--- src/rtl/sb_pkg.sv ---
// sb_pkg -- shared definitions for the register scoreboard.
//   NUM_REGS  : number of tracked architectural registers (16)
//   REG_W     : register address width (4)
//   CNT_W_DEF : default width of each in-flight write counter
//   sb_delta_t: per-register change applied at one clock edge
//               (inc = one accepted issue, dec = number of retiring or
//                squashed writes, 0..2)
package sb_pkg;

  localparam int NUM_REGS  = 16;
  localparam int REG_W     = 4;
  localparam int CNT_W_DEF = 2;

  typedef struct packed {
    logic       inc;
    logic [1:0] dec;
  } sb_delta_t;

endpackage

--- src/rtl/sb_entry.sv ---
// sb_entry -- one in-flight write counter of the register scoreboard.
// Ports:
//   clk         : clock, rising edge
//   rst_n       : asynchronous active-low reset
//   i_delta     : change for this edge (+inc, -dec)
//   o_count     : registered counter value
//   o_underflow : sticky flag, set when a decrement would go below zero
// A decrement past zero clamps the counter at zero.
module sb_entry
  import sb_pkg::*;
#(
  parameter int CNT_W = CNT_W_DEF
) (
  input  logic             clk,
  input  logic             rst_n,
  input  sb_delta_t        i_delta,
  output logic [CNT_W-1:0] o_count,
  output logic             o_underflow
);

  logic [CNT_W-1:0] r_count;
  logic             r_underflow;
  logic [CNT_W+1:0] w_up;
  logic [CNT_W+1:0] w_dec;
  logic [CNT_W+1:0] w_diff;
  logic             w_short;

  // Two guard bits so count+inc never wraps before the comparison.
  assign w_up    = {2'b00, r_count} + {{(CNT_W + 1){1'b0}}, i_delta.inc};
  assign w_dec   = {{CNT_W{1'b0}}, i_delta.dec};
  assign w_short = (w_up < w_dec);
  assign w_diff  = w_up - w_dec;

  always_ff @(posedge clk or negedge rst_n) begin
    if (!rst_n) begin
      r_count     <= '0;
      r_underflow <= 1'b0;
    end else begin
      r_count     <= w_short ? '0 : w_diff[CNT_W-1:0];
      r_underflow <= r_underflow | w_short;
    end
  end

  assign o_count     = r_count;
  assign o_underflow = r_underflow;

endmodule

--- src/rtl/reg_scoreboard.sv ---
// reg_scoreboard -- in-flight register write tracker for the decode stage.
// Ports:
//   clk, reset (async, active low)
//   issue_valid / issue_ready : decode presents an instruction; ready is
//                               !hazard, combinational, independent of valid
//   RA1D/use1D, RA2D/use2D    : source registers and whether they are read
//   WA3D/RegWriteD            : destination register of the instruction
//   wb_valid/WA3W             : write-back retires one pending write
//   squash_valid/squash_wa3   : flush cancels one pending write
//   StallD, busy[15:0], pc_write_pending, err_underflow (sticky)
// Handshake: an issue is taken on a rising edge when issue_valid &&
// issue_ready; only taken issues with RegWriteD change a counter.
// Configuration macro SCOREBOARD_PC_TRACK_EN: when defined, register 15
// (PC) is tracked and pc_write_pending = busy[15]; otherwise all events
// to register 15 are dropped and pc_write_pending is 0.
module reg_scoreboard
  import sb_pkg::*;
#(
  parameter int CNT_W = CNT_W_DEF
) (
  input  logic                clk,
  input  logic                reset,
  input  logic                issue_valid,
  output logic                issue_ready,
  input  logic [REG_W-1:0]    RA1D,
  input  logic [REG_W-1:0]    RA2D,
  input  logic                use1D,
  input  logic                use2D,
  input  logic [REG_W-1:0]    WA3D,
  input  logic                RegWriteD,
  input  logic                wb_valid,
  input  logic [REG_W-1:0]    WA3W,
  input  logic                squash_valid,
  input  logic [REG_W-1:0]    squash_wa3,
  output logic                StallD,
  output logic [NUM_REGS-1:0] busy,
  output logic                pc_write_pending,
  output logic                err_underflow
);

  localparam logic [CNT_W-1:0] CNT_MAX = '1;

  logic [CNT_W-1:0]    w_count [NUM_REGS];
  logic [NUM_REGS-1:0] w_underflow;
  sb_delta_t           w_delta [NUM_REGS];
  logic                w_hazard;
  logic                w_accept;

  // Hazard looks only at registered counts: a write-back in this cycle
  // does not release a stalled reader until the next cycle.
  always_comb begin
    w_hazard = (use1D && busy[RA1D]) || (use2D && busy[RA2D]) ||
               (RegWriteD && (w_count[WA3D] == CNT_MAX));
  end

  assign issue_ready = !w_hazard;
  assign StallD      = issue_valid && w_hazard;
  assign w_accept    = issue_valid && !w_hazard && RegWriteD;

  always_comb begin
    for (int r = 0; r < NUM_REGS; r++) begin
      w_delta[r].inc = w_accept && (WA3D == REG_W'(r));
      w_delta[r].dec = {1'b0, wb_valid && (WA3W == REG_W'(r))} +
                       {1'b0, squash_valid && (squash_wa3 == REG_W'(r))};
    end
`ifndef SCOREBOARD_PC_TRACK_EN
    w_delta[NUM_REGS-1] = '0;
`endif
  end

  for (genvar g = 0; g < NUM_REGS; g++) begin : g_entry
    sb_entry #(.CNT_W(CNT_W)) u_entry (
      .clk         (clk),
      .rst_n       (reset),
      .i_delta     (w_delta[g]),
      .o_count     (w_count[g]),
      .o_underflow (w_underflow[g])
    );
    assign busy[g] = (w_count[g] != '0);
  end

  assign err_underflow = |w_underflow;

`ifdef SCOREBOARD_PC_TRACK_EN
  assign pc_write_pending = busy[NUM_REGS-1];
`else
  assign pc_write_pending = 1'b0;
`endif

endmodule

--- config.mk ---
export PLATFORM = sky130hd
export DESIGN_NAME = reg_scoreboard
export DESIGN_NICKNAME = d
export VERILOG_FILES = /design/src/rtl/sb_pkg.sv /design/src/rtl/sb_entry.sv /design/src/rtl/reg_scoreboard.sv
export SDC_FILE = /design/constraint.sdc
export NUM_CORES = 1
export LEC_CHECK = 0
export ABC_AREA = 1
export CORE_MARGIN = 10
export CORE_UTILIZATION = 45
export DETAILED_ROUTE_END_ITERATION = 10
export PLACE_DENSITY = 0.66
export SKIP_LAST_GASP = 1
export SYNTH_ARGS = -nofsm -noshare
export SYNTH_HDL_FRONTEND = slang
export SYNTH_SLANG_ARGS = --single-unit
--- constraint.sdc ---
create_clock -name clk -period 3.4 [get_ports clk]
set_clock_uncertainty 0.05 [all_clocks]
set_input_delay 0.85 -clock clk [delete_from_list [all_inputs] [get_ports clk]]
set_output_delay 0.85 -clock clk [all_outputs]
set_load 0.05 [all_outputs]
==> results of run 1 <==
-- cell usage after synthesis, drive strengths merged --
cell type	n
nor4	3
a21oi	19
dfrtp	45
o211ai	2
ha	60
conb	1
o21bai	11
nand3	25
inv	110
clkinv	2
nand4	2
buf	7
or2	19
fa	15
o21ai	25
nor3	1
nand2	142
nor2	88
-- placed cells by master, fill, tap and decap left out, types with 2 or more instances in the layout --
master	n
nor2_2	3
clkbuf_8	6
buf_4	60
nand2_2	7
clkbuf_16	2
a21oi_1	19
nor4_1	3
ha_4	4
inv_2	4
o21ai_0	20
nor2_4	11
nor2_1	74
dlygate4sd2_1	4
o21bai_1	11
inv_1	106
ha_1	52
o211ai_1	2
nand3_2	3
o21ai_1	4
buf_12	4
clkdlybuf4s50_1	34
fa_1	15
or2_4	5
nand3_1	22
conb_1	2
dfrtp_1	45
ha_2	4
nand2_1	135
or2_2	13
clkbuf_2	2
buf_2	2
-- worst max-delay path, delay by kind of cell --
kind	cells	cell delay (ns)
simple gates	9	0.95
buf+inv	4	0.81
fa+ha+maj	2	0.72
compound gates	1	0.12
-- cells by family after synthesis --
| group | share of synthesized area |
|---|---|
| buffers and inverters | 0.116 |
| DFF | 0.265 |
| other | 0.000883 |
| AOI/OAI and AO/OA | 0.0749 |
| and+or+nand+nor | 0.295 |
| adders and majority gates | 0.248 |
-- sequential cells by signal, summed over array words and instances, names as in the netlist --
register / flops
g_entry.u_entry.o_count: 30
g_entry.u_entry.o_underflow: 15
-- layout make-up --
class / count / share of cell area
Multi-Input combinational cell: 414 / 0.496
Sequential cell: 45 / 0.204
Timing Repair Buffer: 110 / 0.182
Inverter: 112 / 0.0767
Tap cell: 111 / 0.0252
Clock buffer: 6 / 0.0150
Clock inverter: 1 / 0.00136
-- path summary, 6_finish.rpt --
kind / startpoint / endpoint / slack [ns] / cells after the start
worst min-delay path: g_entry[7].u_entry.o_underflow / g_entry[7].u_entry.o_underflow / 0.44 / 1
min in group asynchronous: reset / g_entry[3].u_entry.o_count[0] / 0.49 / 1
worst min register to register: g_entry[7].u_entry.o_underflow / g_entry[7].u_entry.o_underflow / 0.44 / 1
max in group asynchronous: reset / g_entry[7].u_entry.o_count[1] / 2.20 / 2
worst max-delay path: RA1D[2] / g_entry[12].u_entry.o_underflow / 0.08 / 16
worst max register to register: g_entry[5].u_entry.o_count[0] / g_entry[6].u_entry.o_count[1] / 0.43 / 15
-- power by group through the flow --
stage / Sequential [mW] / Combinational, mW / Clock (mW)
6_report: 0.815 / 1.26 / 0.358
5_1_grt: 0.834 / 1.40 / 0.384
3_5_place_dp: 0.806 / 1.23 / 0
3_3_place_gp: 0.804 / 1.21 / 0
4_1_cts: 0.797 / 1.24 / 0.366
2_1_floorplan: 0.751 / 0.812 / 0
-- per-layer routing --
metal | share of wire | routed length [µm] | track usage
met1 | 0.44 | 5230 | 0.229
met5 | 0 | 0 | 0
met2 | 0.47 | 5610 | 0.306
met3 | 0.063 | 747 | 0.0311
met4 | 0.024 | 289 | 0.0618
-- timing repair --
| item | CTS | global route |
|---|---|---|
| cloned | 1 | 1 |
| pin swaps | 7 | 31 |
| endpoints found under the setup margin | 45 | 35 |
| buffers inserted | 1 | 7 |
| hold buffers | 0 | 0 |
| resized for setup | 23 | 36 |
-- metrics by stage --
stage | setup slack (ns) | hold slack [ns] | TNS (ns)
2_1_floorplan | 0.0202 | 0.390 | 0
3_3_place_gp | -0.607 | 0.403 | -18.72
3_5_place_dp | -0.737 | 0.408 | -22.98
4_1_cts | 0.0428 | 0.428 | 0
5_1_grt | -0.0719 | 0.457 | -0.439
6_report | 0.0788 | 0.439 | 0
==> results.cfg, run 1 <==
[die]
rows = 35
core_area_um2 = 9200
io_pins = 48
start_util = 0.462
die_w_um = 117
die_area_um2 = 13700
dieHeight_um = 117

[pwr]
seqPwrFrac = 0.334
power_mw = 2.44
p_int_mw = 1.31
power.share.switching = 0.462
p_clk_frac = 0.147
combPwrFrac = 0.519
p_per_area_nw_per_um2 = 442
vdd_drop_max_mv = 0.230
netSwitchingPower_mw = 1.13
p_leak_nw = 2.97

[cts]
cts_buffers = 5
cts_tree = yes
root_buffer = clkbuf_8
cts.clk_slew.worst_paths_ns = 0.09
cts.sinks = 45
clk_latency_ns = 0.31
htree_levels = 2
clock_path_buffers = 2

[global_route]
grt_max_degree = 24
antenna_found_initial = 0
gr-total-overflow = 0
track_usage = 0.182
grt_pass1_wl_um = 19900
first_global_vias = 4113

[place]
dpl-instance-area_um2 = 5220
portBuffers = 45
hpwl_um = 9840
dp_cells = 782
place.gp.congestion = 1.01

[critical_path]
cp-end-kind = flip-flop
critPathKind = input port to flip-flop
crit_chain = clkdlybuf4s50_1 > inv_1 > nand2_1 > nor2_1 > nand2_1 > nand3_1 > nand3_2 > nand4_4 > clkbuf_16 > nor2_4 > ha_1 > fa_1 > nand2_1 > o21bai_1 > inv_1 > or2_2
critPathLaunchType = input port
crit_required_ns = 3.54
crit_top_cell = nand2_1
critPathArrivalTime_ns = 3.46
critPathSlowestCell = fa_1
cp_max_fo = 5
worst_path_largest_cell_delay_ns = 0.51

[timing]
fin_crit_sh = 0.977
timing_worst_slew_pin_value_ns = 0.579
slew_headroom = 0.614
hold_viol_final = 0
slew_viol_final = 0
fmax_mhz = 301
setup_viol = 0
rsz0062_at_grt = true
period_needed_ns = 3.32

[logic_synthesis]
ys_warn_count = 0
ys_seq_area_frac = 0.265
avgSynthCellArea_um2 = 7.36
syn_inst = 577
yosysTopAreaCellShare = 0.265
synth-seq-cells = 45
syn_area_um2 = 4250
synth_top_cell_by_area = dfrtp_1
ys_types = 27
synthTopCellsByArea = dfrtp_1, ha_1, nand2_1

[cells_and_area]
fill_cells = 835
seq_area_um2 = 1130
n_antenna_cell = 0
final_core_util = 0.600
nets = 791
layout.cells.non_filler = 799
multi_input_area_um2 = 2730
areaGrowthSynthToFinish_pct = 29.9
drive_gt1_frac = 0.198
final_cell_area_um2 = 5510

[drt]
wl_per_cell_um = 14.9
drt_iter0_drc = 254
drtPass1Iterations = 5
route.vias.total = 4017
drt-total-wl_um = 11900
drc_errors = 0
viasPerCell = 5.03
ant_nets = 0

[min_path]
hp-class = flip-flop to flip-flop

[outcome]
status = completed

[job]
maxCapViolations = 0
Power figures use the tool's default switching activity.
==> run 2: changes to the inputs <==
--- a/config.mk
+++ b/config.mk
@@ -6,6 +6,7 @@
 export NUM_CORES = 1
 export LEC_CHECK = 0
 export ABC_AREA = 1
+export CAP_MARGIN = 5
 export CORE_MARGIN = 10
 export CORE_UTILIZATION = 45
 export DETAILED_ROUTE_END_ITERATION = 10
==> results of run 2 <==
No change in the layout: final DEF, timing and power equal those of run 1.
==> edit (config.mk and constraints of run 2) <==
`CNT_W_DEF`: 2 -> 4.
--- a/src/rtl/sb_pkg.sv
+++ b/src/rtl/sb_pkg.sv
@@ -9,7 +9,7 @@
 
   localparam int NUM_REGS  = 16;
   localparam int REG_W     = 4;
-  localparam int CNT_W_DEF = 2;
+  localparam int CNT_W_DEF = 4;
 
   typedef struct packed {
     logic       inc;
Formal check against the unedited RTL: not equivalent (Yosys sat finds a counterexample within 4 cycles, from zero or initial values and one cycle with reset low).
==> edit against run 2 <==
- the run now ends with setup timing left
- register-to-register slack worse by 0.37 ns
- worst setup slack worse by 0.16 ns
- final area is 75% higher
- total power is 140% higher
- utilization is 8.7 points higher
- first-iteration DRC count is 84% higher
- routed wire length is 73% higher
- sequential cell count is 30 higher
- area after synthesis is 54% higher
- largest cell class unchanged
==> edit: results (changes against run 2) <==
drt:
  wl_met3_mm: 1.26  # +69%
  wl_met2_mm: 10.1  # +80%
critical_path:
  r2r-end: "g_entry[14].u_entry.o_underflow$_DFF_PN0_"
  reg2regPathDepth: 19  # +4
  crit_fanout: 6  # +1
final_layout:
  nets: 1237  # +56%
  drive_gt1_share_pct: 29.4  # +9.7 points
  largest_reg_flops: 60  # +100%
  buffer_area_share_pct: 18.3  # +0.12 points
  multi_input_area_share_pct: 49.9  # +0.35 points
placement:
  placed_area_um2: 8280  # +59%
  place_ws_ns: -0.993  # -0.256 ns
  place.gp.congestion: 0.950  # -5.6%
clock_tree:
  cts_buffers: 9  # +4
  cts_root_buffer: "clkbuf_16"
  cts.repair.resized: 84  # +270%
outcome:
  status: "complete, but fails checks"
  violations: "setup timing"
sta:
  finalSetupViolations: 31  # +31
  fin_ws_ns: -0.0838  # -0.163 ns
  tightest_slew_ns: 0.998  # +0.419 ns
global_routing:
  grt_pass1_vias: 6519  # +58%
hold_path:
  min_from: "g_entry[4].u_entry.o_underflow$_DFF_PN0_"
  whs_endpoint: "g_entry[4].u_entry.o_underflow$_DFF_PN0_"
yosys:
  avgSynthCellArea_um2: 7.12  # -3.2%
  ys_types: 31  # +15%
edit: changes by cell type after synthesis, moves of 17 or more:
cell,delta
a21oi_1,-17
nand3_1,+36
nand2_1,+125
inv_1,+64
xor2_1,+35
dfrtp_1,+30
nor2_1,+21
edit: worst max-delay path by stage:
stage / cells after the start / end / from
floorplan: 22 / g_entry[2].u_entry.o_count[0]$_DFF_PN0_ / WA3D[1]
global placement: 23 / g_entry[13].u_entry.o_count[1]$_DFF_PN0_ / WA3D[0]
detailed placement: 22 / g_entry[9].u_entry.o_underflow$_DFF_PN0_ / WA3D[0]
CTS: 23 / g_entry[13].u_entry.o_count[1]$_DFF_PN0_ / WA3D[0]
global route: 25 / g_entry[4].u_entry.o_count[1]$_DFF_PN0_ / WA3D[1]
finish: 23 / g_entry[14].u_entry.o_underflow$_DFF_PN0_ / WA3D[0]
edit: tightest hold or removal path, delay by kind of cell (launching register included):
kind / cells / cell delay (ns)
buffers and inverters: 1 / 0.05
DFF: 1 / 0.34
and+or+nand+nor: 1 / 0.05
